`src/rtl/cfg_pkg.sv`:
```
// Shared types and constants for the configuration chain master.
package cfg_pkg;

    localparam int unsigned WORD_W_DEF  = 16;
    localparam int unsigned CLK_DIV_DEF = 4;
    localparam int unsigned CLK_DIV_MIN = 4;
    localparam int unsigned CLK_DIV_MAX = 255;

    typedef enum logic [2:0] {
        IDLE     = 3'd0,
        SHIFT_LO = 3'd1,
        SHIFT_HI = 3'd2,
        GAP      = 3'd3,
        DONE     = 3'd4
    } cfg_state_t;

endpackage

```
`src/rtl/config_if.sv`:
```
// Serial configuration link: a data clock plus one data bit.
interface config_if;
    logic data_clk;
    logic data_in;

    modport master (output data_clk, output data_in);
    modport slave  (input  data_clk, input  data_in);
endinterface

```
`src/rtl/cfg_clk_gen.sv`:
```
// Chain clock generator: data_clk toggles every CLK_DIV clk cycles while run is high.
module cfg_clk_gen #(
    parameter int unsigned CLK_DIV = 4
) (
    input  logic clk,
    input  logic reset,
    input  logic run,
    output logic data_clk,
    output logic phase_end_lo_c,
    output logic phase_end_hi_c
);

    localparam int unsigned CNT_W = $clog2(CLK_DIV);

    logic [CNT_W-1:0] cnt;
    logic             last_c;

    assign last_c         = (cnt == CNT_W'(CLK_DIV - 1));
    assign phase_end_lo_c = run && !data_clk && last_c;
    assign phase_end_hi_c = run &&  data_clk && last_c;

    // Stopping the generator parks data_clk low with the phase counter cleared
    always_ff @(posedge clk or negedge reset) begin
        if (!reset) begin
            cnt      <= '0;
            data_clk <= 1'b0;
        end else if (!run) begin
            cnt      <= '0;
            data_clk <= 1'b0;
        end else if (last_c) begin
            cnt      <= '0;
            data_clk <= ~data_clk;
        end else begin
            cnt      <= cnt + CNT_W'(1);
        end
    end

endmodule

```
`src/rtl/config_chain_master.sv`:
```
// Shifts parallel config words MSB-first into the config daisy chain and
// collects the bits falling out of the chain tail as readback words.
module config_chain_master
    import cfg_pkg::*;
#(
    parameter int unsigned WORD_W  = WORD_W_DEF,
    parameter int unsigned CLK_DIV = CLK_DIV_DEF
) (
    input  logic              clk,
    input  logic              reset,
    input  logic [WORD_W-1:0] wr_data,
    input  logic              wr_valid,
    input  logic              wr_last,
    output logic              wr_ready,
    config_if.master          cfg_out,
    config_if.slave           cfg_ret,
    output logic [WORD_W-1:0] rd_data,
    output logic              rd_valid,
    output logic              busy,
    output logic              done
);

    localparam int unsigned BIT_CNT_W = $clog2(WORD_W);

    generate
        if (CLK_DIV < CLK_DIV_MIN || CLK_DIV > CLK_DIV_MAX) begin : g_bad_clk_div
            $error("config_chain_master: CLK_DIV outside legal range");
        end
        if (WORD_W < 2) begin : g_bad_word_w
            $error("config_chain_master: WORD_W must be at least 2");
        end
    endgenerate

    cfg_state_t           state, state_d;
    logic [WORD_W-1:0]    shreg;
    logic [WORD_W-1:0]    rd_shreg;
    logic [BIT_CNT_W-1:0] bit_cnt;
    logic                 last_q;
    logic                 tail_meta, tail_sync;
    logic                 data_clk_q;
    logic                 run_c, accept_c, load_c, step_c, finish_c, sample_c;
    logic                 phase_end_lo_c, phase_end_hi_c;

    assign run_c          = (state == SHIFT_LO) || (state == SHIFT_HI);
    assign sample_c       = (state == SHIFT_LO) && phase_end_lo_c;
    assign cfg_out.data_clk = data_clk_q;
    assign cfg_out.data_in  = shreg[WORD_W-1];

    cfg_clk_gen #(
        .CLK_DIV (CLK_DIV)
    ) u_clk_gen (
        .clk            (clk),
        .reset          (reset),
        .run            (run_c),
        .data_clk       (data_clk_q),
        .phase_end_lo_c (phase_end_lo_c),
        .phase_end_hi_c (phase_end_hi_c)
    );

    always_ff @(posedge clk or negedge reset) begin
        if (!reset) begin
            state <= IDLE;
        end else begin
            state <= state_d;
        end
    end

    // Next state and one-cycle datapath controls
    always_comb begin
        state_d  = state;
        load_c   = 1'b0;
        step_c   = 1'b0;
        finish_c = 1'b0;
        accept_c = wr_valid && wr_ready;
        case (state)
            IDLE, GAP: begin
                if (accept_c) begin
                    state_d = SHIFT_LO;
                    load_c  = 1'b1;
                end
            end
            SHIFT_LO: begin
                if (phase_end_lo_c) begin
                    state_d = SHIFT_HI;
                end
            end
            SHIFT_HI: begin
                if (phase_end_hi_c) begin
                    if (bit_cnt != '0) begin
                        state_d = SHIFT_LO;
                        step_c  = 1'b1;
                    end else begin
                        state_d  = last_q ? DONE : GAP;
                        finish_c = 1'b1;
                    end
                end
            end
            DONE:    state_d = IDLE;
            default: state_d = IDLE;
        endcase
    end

    // Tail bit crosses into clk through two flops; it is stable long before sampling
    always_ff @(posedge clk or negedge reset) begin
        if (!reset) begin
            tail_meta <= 1'b0;
            tail_sync <= 1'b0;
        end else begin
            tail_meta <= cfg_ret.data_in;
            tail_sync <= tail_meta;
        end
    end

    // data_in is the shift register MSB, so it only moves on load or a falling edge
    always_ff @(posedge clk or negedge reset) begin
        if (!reset) begin
            shreg    <= '0;
            rd_shreg <= '0;
            bit_cnt  <= '0;
            last_q   <= 1'b0;
            rd_data  <= '0;
            rd_valid <= 1'b0;
            wr_ready <= 1'b0;
            busy     <= 1'b0;
            done     <= 1'b0;
        end else begin
            rd_valid <= finish_c;
            done     <= (state == DONE);
            wr_ready <= (state_d == IDLE) || (state_d == GAP);
            busy     <= (state_d == SHIFT_LO) || (state_d == SHIFT_HI) ||
                        (state_d == GAP)      || (state_d == DONE);
            if (load_c) begin
                shreg   <= wr_data;
                bit_cnt <= BIT_CNT_W'(WORD_W - 1);
                last_q  <= wr_last;
            end
            if (step_c) begin
                shreg   <= {shreg[WORD_W-2:0], 1'b0};
                bit_cnt <= bit_cnt - BIT_CNT_W'(1);
            end
            if (sample_c) begin
                rd_shreg <= {rd_shreg[WORD_W-2:0], tail_sync};
            end
            if (finish_c) begin
                rd_data <= rd_shreg;
            end
        end
    end

endmodule

```
`src/flat_wrapper.sv`:
```
// flat-port wrapper written by rule: the top's interface ports become plain ports
module config_chain_master_flat import cfg_pkg::*;
#(
    parameter int unsigned WORD_W  = WORD_W_DEF,
    parameter int unsigned CLK_DIV = CLK_DIV_DEF
)
  (clk, reset, wr_data, wr_valid, wr_last, wr_ready, rd_data, rd_valid, busy, done, cfg_out_data_clk, cfg_out_data_in, cfg_ret_data_clk, cfg_ret_data_in);
  config_if cfg_out_i ();
  config_if cfg_ret_i ();
  input  logic clk;
  input  logic reset;
  input  logic [WORD_W-1:0] wr_data;
  input  logic wr_valid;
  input  logic wr_last;
  output logic wr_ready;
  output logic [WORD_W-1:0] rd_data;
  output logic rd_valid;
  output logic busy;
  output logic done;
  output wire logic [$bits(cfg_out_i.data_clk)-1:0] cfg_out_data_clk;
  output wire logic [$bits(cfg_out_i.data_in)-1:0] cfg_out_data_in;
  input wire logic [$bits(cfg_ret_i.data_clk)-1:0] cfg_ret_data_clk;
  input wire logic [$bits(cfg_ret_i.data_in)-1:0] cfg_ret_data_in;
  assign cfg_out_data_clk = cfg_out_i.data_clk;
  assign cfg_out_data_in = cfg_out_i.data_in;
  assign cfg_ret_i.data_clk = cfg_ret_data_clk;
  assign cfg_ret_i.data_in = cfg_ret_data_in;
  config_chain_master #(.WORD_W(WORD_W), .CLK_DIV(CLK_DIV)) u_core (.clk(clk), .reset(reset), .wr_data(wr_data), .wr_valid(wr_valid), .wr_last(wr_last), .wr_ready(wr_ready), .cfg_out(cfg_out_i), .cfg_ret(cfg_ret_i), .rd_data(rd_data), .rd_valid(rd_valid), .busy(busy), .done(done));
endmodule
```
`config.mk`:
```
export PLATFORM = sky130hd
export DESIGN_NAME = config_chain_master_flat
export DESIGN_NICKNAME = d
export VERILOG_FILES = /design/src/rtl/cfg_pkg.sv /design/src/rtl/config_if.sv /design/src/rtl/cfg_clk_gen.sv /design/src/rtl/config_chain_master.sv /design/src/flat_wrapper.sv
export SDC_FILE = /design/constraint.sdc
export NUM_CORES = 1
export LEC_CHECK = 0
export ABC_AREA = 0
export BUFFER_PORTS_ARGS = -buffer_cell sky130_fd_sc_hd__buf_4
export CAP_MARGIN = 20
export CORE_MARGIN = 5
export CORE_UTILIZATION = 55
export CTS_BUF_LIST = sky130_fd_sc_hd__clkbuf_16
export DETAILED_ROUTE_END_ITERATION = 8
export HOLD_SLACK_MARGIN = 0.02
export PLACE_DENSITY = 0.81
export SETUP_SLACK_MARGIN = 0.1
export SKIP_LAST_GASP = 1
export SLEW_MARGIN = 10
export SYNTH_ARGS = -nofsm -noshare
export SYNTH_HDL_FRONTEND = slang
export SYNTH_SLANG_ARGS = --single-unit
```
`constraint.sdc`:
```
create_clock -name clk -period 2.7 [get_ports clk]
set_input_delay 0.405 -clock clk [delete_from_list [all_inputs] [get_ports clk]]
set_output_delay 0.405 -clock clk [all_outputs]
set_load 0.1 [all_outputs]
```
==> qor.yml, run 1 <==
worst_setup_path:
  cp-end-kind: "register"
  cp.required_ps: 2950
  crit_chain: "inv_1 -> ha_1 -> or3b_1 -> and3_1 -> nor2_2 -> a21o_1"
  worstPathArrival_ps: 2510
  crit_type: "reg2reg"
  crit_path_max_incr_delay_ps: 460
  rrSetupSlack_ps: 450
  crit_family: "simple AND/OR/NAND/NOR gates"
  startpoint_type: "register"
  crit_slowest_cell: "nor2_2"
  crit_fanout: 17
  critPathBufInv: 1
cts:
  cts_tree: "built"
  clk_pin_slew_ps: 50
  cts_setup_buffers: 0
  clk_path_buf_depth: 2
  cts-root-buf: "clkbuf_16"
  ctsHoldBuffers: 0
  htreeDepth: 3
  cts_sinks: 65
  numCtsBuffers: 9
  insertion_delay_ps: 320
  cts.repair.resized: 0
placement:
  dp_slack_ps: 476.8
  dp_hpwl_mm: 3.002
  placed_cells: 299
  place_congestion: 0.7833
  port_buffers: 42
synthesis:
  synth.yosys.seq_area_share: 0.6080
  synth_cell_types: 41
  synth_area_um2: 2675
  netlist_instances: 196
  ys_ff_latch: 65
  yosys.area.top_type: "dfrtp_1"
  ys_top_cells_by_count: "dfrtp_1 (65), mux2_2 (30), a22o_1 (13), a21o_1 (12), nand2_1 (9)"
  synth_async_sr_flop_share: 1.000
  yosys_most_used_dff: "dfrtp_1"
  postSynthAreaPerCell_um2: 13.65
  syn_nets: 221
  yosysMostFrequentCell: "dfrtp_1"
  yosysWarningCount: 0
  synth-edff-count: 0
  synth_top_area_frac: 0.6080
  synth_area_leaders: "dfrtp_1 (61%), mux2_2 (13%), a22o_1 (4.3%)"
global_route:
  grt-ovfl-total: 0
  grt_pass1_vias: 1768
  antenna_found_initial: 0
  grt_pass1_wl_mm: 8.176
  grt_max_degree: 66
  grtUsageTotal: 0.1701
detailed_routing:
  dr.pass1.iters: 4
  met1_length_mm: 2.088
  met3_wirelength_um: 248
  vias_per_cell: 5.283
  vias: 1664
  wl_per_cell_um: 14.99
  highest-signal-layer: "met4"
  wl_met2_mm: 2.274
  drc: 0
  ant_nets: 0
  routed_wl_mm: 4.722
  drt-initial-drc-count: 97
timing:
  tightest_slew_ps: 781.4
  period_share: 0.8341
  hold_viol_final: 0
  slew_headroom: 0.4791
  clock_skew_ps: 4.710
  fmax_ghz: 0.4441
  min_period_ps: 2252
  setup_viol: 0
  drv_slew: 0
  setup_slack_ps: 448.0
  hold_slack_ps: 145.2
  finalSetupTns_ps: 0
  rsz0062_at_grt: "no"
floorplan:
  fp.dieW_um: 79.74
  die_y_um: 79.74
  start_util: 0.5664
  dieArea_um2: 6358
  ios: 44
  core_area_um2: 4723
  std_cell_rows: 25
pwr:
  power_mw: 3.215
  vdd_drop_max_mv: 0.5526
  p_clk_frac: 0.339
  leakage_nw: 1.715
  swShare: 0.3162
  p_comb_frac: 0.244
  power_density_nw_per_um2: 967.4
  p_sw_mw: 1.017
  p_int_mw: 2.198
  seqPwrFrac: 0.416
flow_run:
  max-cap-violations: 0
finish:
  final_nets: 268
  area_delta_synth_final_pct: 24.23
  nFillCells: 336
  fin_cells: 315
  diodes: 0
  final_layout_size_suffix_gt1_frac: 0.3871
worst_hold_path:
  hp-class: "in2async"
run_status:
  outcome: "finished clean"
power by group through the flow:
stage                     Combinational (mW)  Sequential (mW)  Clock [mW]
after floorplan                        0.433             1.51           0
after global placement                 0.766             1.34           0
after detailed placement               0.784             1.35           0
after CTS                              0.793             1.34        1.12
after global routing                   0.854             1.37        1.17
final                                  0.786             1.34        1.09
kinds of logic (layout without fill, tap and decap cells):
group | Yosys count | in the layout | share of synthesized area
compound gates | 39 | 39 | 0.1104
flops | 65 | 65 | 0.6080
mux | 35 | 35 | 0.1459
fa+ha+maj | 3 | 3 | 0.01403
simple gates | 37 | 37 | 0.08233
buf+inv | 14 | 66 | 0.02946
xor+xnor | 3 | 3 | 0.009824
sequential cells by signal, indices dropped and copies added (netlist names):
signal and count:
u_core.rd_valid 1, u_core.last_q 1, u_core.rd_shreg 16, u_core.done 1, u_core.rd_data 16, u_core.tail_sync 1
u_core.wr_ready 1, u_core.u_clk_gen.cnt 2, u_core.u_clk_gen.data_clk 1, u_core.busy 1, u_core.shreg 16, u_core.tail_meta 1
u_core.bit_cnt 4, u_core.state 3
area by class of cell:
class / count / area, um2 / area share
Clock inverter: 7 / 61.31 / 0.01845
Tap cell: 67 / 83.83 / 0.02523
Timing Repair Buffer: 45 / 337.8 / 0.1017
Multi-Input combinational cell: 117 / 969.7 / 0.2918
Inverter: 5 / 18.77 / 0.005648
Clock buffer: 9 / 225.2 / 0.06777
Sequential cell: 65 / 1627 / 0.4895
metal layers:
metal | GRT usage | vias to the layer above
met3 | 0.05305 | 9
met5 | 0 | -
li1 | - | 805
met4 | 0.09122 | 0
met2 | 0.2538 | 39
met1 | 0.2221 | 811
worst register-to-register path: stages, from the launching register on:
cell and delay [ps]:
dfrtp_1 400, inv_1 100, ha_1 240, or3b_1 400, and3_1 400, nor2_2 460, a21o_1 190
layout by cell type, fill, tap and decap left out, types with 4 or more instances in the layout:
| cell | instances |
|---|---|
| nand2_1 | 9 |
| o21ai_0 | 5 |
| clkbuf_16 | 9 |
| mux2_2 | 30 |
| dfrtp_1 | 65 |
| a22o_1 | 13 |
| nor2_1 | 5 |
| nor3_1 | 4 |
| a21o_1 | 12 |
| clkinv_2 | 4 |
| inv_1 | 5 |
| buf_4 | 45 |
worst paths after layout:
check / startpoint / endpoint / depth (start not counted)
setup reg to reg: u_core.bit_cnt[0]$_DFFE_PN0P_ / u_core.shreg[14]$_DFFE_PN0P_ / 6
hold / removal: reset / u_core.shreg[8]$_DFFE_PN0P_ / 1
max in group asynchronous: reset / u_core.rd_data[14]$_DFFE_PN0P_ / 1
min in group clk: cfg_ret_data_in / u_core.tail_meta$_DFF_PN0_ / 1
hold reg to reg: u_core.tail_meta$_DFF_PN0_ / u_core.tail_sync$_DFF_PN0_ / 0
setup / recovery: u_core.bit_cnt[0]$_DFFE_PN0P_ / u_core.shreg[14]$_DFFE_PN0P_ / 6
through the flow:
stage | cell area (um2) | util
4_1_cts | 3323 | 0.7036
2_1_floorplan | 2675 | -
3_3_place_gp | 3037 | 0.6429
5_1_grt | 3323 | 0.7036
6_report | 3323 | 0.7036
3_5_place_dp | 3037 | 0.6429
No activity file was read; power rests on OpenSTA's default activity.
==> run 2: changes to the inputs <==
- CORE_UTILIZATION: 55 -> 50
- PLACE_DENSITY: 0.81 -> 0.78
- clock period: 2.7 -> 1.8 ns (I/O delays scaled with it)
==> run 2 against run 1 <==
Via count grew 13%. Worst hold slack lost 87 ps. Final area grew 12%. Power grew 63%. Clock power grew 64%. Final cell count grew 9.8%. Core utilization grew 2.0 points. Critical path type unchanged.
==> qor.yml, run 2 (synthesis results as in run 1) <==
run_status:
  outcome: "finished clean"
global_route:
  grt_pass1_wl_mm: 9.439  # +15%
  grt_max_degree: 38  # -42%
  grtUsageTotal: 0.1706  # +0.0005401
  grt_pass1_vias: 1968  # +11%
  grt-ovfl-total: 0  # unchanged
  antenna_found_initial: 0  # unchanged
timing:
  clock_skew_ps: 6.463  # +1.753 ps
  tightest_slew_ps: 467.4  # -313.9 ps
  slew_headroom: 0.6884  # +0.2093
  setup_slack_ps: 57.55  # -390.5 ps
  fmax_ghz: 0.5739  # +29%
  hold_viol_final: 0  # unchanged
  period_share: 0.9680  # +0.1340
  drv_slew: 0  # unchanged
  min_period_ps: 1742  # -509.5 ps
  setup_viol: 0  # unchanged
  rsz0062_at_grt: "yes"
detailed_routing:
  wl_per_cell_um: 16.11  # +7.5%
  dr.pass1.iters: 4  # unchanged
  routed_wl_mm: 5.575  # +18%
  ant_nets: 0  # unchanged
  vias_per_cell: 5.428  # +2.7%
  drc: 0  # unchanged
  drt-initial-drc-count: 81  # -16%
  vias: 1878  # +13%
finish:
  utilization: 0.7237  # +0.02013
  final_layout_size_suffix_gt1_frac: 0.4964  # +0.1093
  area_delta_synth_final_pct: 39.06
  nFillCells: 352  # +4.8%
  final_nets: 296  # +10%
  fin_area_um2: 3720  # +12%
  largestRegisters: "u_core.rd_data (16), u_core.rd_shreg (16), u_core.shreg (16)"
  most-common-layout-cells: "buf_4 (66), dfrtp_1 (62), mux2_2 (23)"
  final_common_cell: "buf_4"
  diodes: 0  # unchanged
worst_setup_path:
  crit_type: "reg2reg"
  startpoint_type: "register"
  crit_chain: "ha_2 -> and4bb_2 -> buf_4 -> buf_4 -> buf_4 -> o211ai_1 -> a22o_1 -> o31ai_1"
  critPathBufInv: 3  # +2
  crit_slowest_cell: "dfrtp_1"
  crit_path_frequent_cell: "buf_4"
  cp.required_ps: 1990  # -960 ps
  rr_worst_depth: 8  # +2
  crit_cells: 8  # +2
  crit_path_max_incr_delay_ps: 390  # -70 ps
  cp-end-kind: "register"
  crit_family: "buffers and inverters"
  crit_fanout: 3  # -14
  worstPathArrival_ps: 1930  # -580 ps
placement:
  dp_hpwl_mm: 3.205  # +6.7%
  post_dp_cell_area_um2: 3161  # +4.1%
  dp_slack_ps: 15.71  # -461.1 ps
  port_buffers: 42  # unchanged
  place_congestion: 0.7690  # -1.8%
pwr:
  vdd_drop_max_mv: 0.8244  # +49%
  power_density_nw_per_um2: 1411  # +46%
  leakage_nw: 1.907  # +11%
  power_mw: 5.248  # +63%
floorplan:
  fp.dieW_um: 83.15  # +4.3%
  std_cell_rows: 26  # +4.0%
  die_y_um: 83.15  # +4.3%
  dieArea_um2: 6913  # +8.7%
  ios: 44  # unchanged
  start_util: 0.5204  # -0.04591
  core_area_um2: 5140  # +8.8%
cts:
  cts_sinks: 65  # unchanged
  insertion_delay_ps: 320  # about the same
  htreeDepth: 3  # unchanged
  clk_path_buf_depth: 2  # unchanged
  numCtsBuffers: 9  # unchanged
  cts_tree: "built"
  clk_pin_slew_ps: 50  # about the same
  cts-root-buf: "clkbuf_16"
worst_hold_path:
  hp-class: "in2reg"
  hold_depth: 1
flow_run:
  max-cap-violations: 0  # unchanged
run 2: cell types whose count changed in the layout (fill, tap and decap cells not counted), sizes merged:
cell,before,now
dlygate4sd3,0,1
and3,2,4
clkinv,5,4
buf,45,70
bufinv,1,2
run 2: cell type report:
cell class | instances | area (um2) | area share
clock buffer | 9 | 225.2 | 0.06054
tap | 70 | 87.58 | 0.02355
multi-input combinational | 119 | 1075 | 0.2889
timing repair buffer | 71 | 593.1 | 0.1594
sequential | 65 | 1635 | 0.4396
clock inverter | 7 | 85.08 | 0.02287
inverter | 5 | 18.77 | 0.005045
run 2: stage by stage:
stage               setup TNS (ps)  hold WS [ps]  cells
floorplan                   -143.3        -25.59    196
global placement                 0         256.6    309
detailed placement               0         262.5    309
CTS                              0         45.42    340
global route                     0         46.67    346
finish                           0         57.91    346
run 2: worst paths after layout:
path                                              startpoint                              to  slack (ps)
hold / removal                               cfg_ret_data_in      u_core.tail_meta$_DFF_PN0_          60
max in group asynchronous                              reset      u_core.tail_sync$_DFF_PN0_         710
setup / recovery           u_core.u_clk_gen.cnt[0]$_DFF_PN0_       u_core.wr_ready$_DFF_PN0_          60
min in group asynchronous                              reset  u_core.rd_shreg[4]$_DFFE_PN0P_         450
setup reg to reg           u_core.u_clk_gen.cnt[0]$_DFF_PN0_       u_core.wr_ready$_DFF_PN0_          60
hold reg to reg                   u_core.tail_meta$_DFF_PN0_      u_core.tail_sync$_DFF_PN0_         350
run 2: where the power goes:
part / total [mW] / switching [mW] / internal (mW)
Clock: 1.79 / 0.598 / 1.20
Combinational: 1.42 / 0.804 / 0.617
Sequential: 2.03 / 0.233 / 1.80
Total: 5.25 / 1.64 / 3.61
run 2: routing by layer:
layer	GRT usage	share of wire	up-vias
met5	0	0	-
met3	0.05446	0.042	10
li1	-	-	870
met1	0.2100	0.44	960
met4	0.06835	0.013	0
met2	0.2784	0.50	38
run 2: what timing repair did:
item / 4_1_cts / 5_1_grt
setup buffers: 11 / 6
endpoints found under the hold margin: 35 / 0
cloned: 3 / 0
resized for setup: 4 / 8
endpoints found under the setup margin: 29 / 33
hold buffers: 1 / 0
pin swaps: 2 / 4
run 2: worst reg2reg max path: stages, from the launching register on:
cell and delay [ps]:
dfrtp_1 390, ha_2 190, and4bb_2 250, buf_4 140, buf_4 130, buf_4 130
o211ai_1 120, a22o_1 190, o31ai_1 70
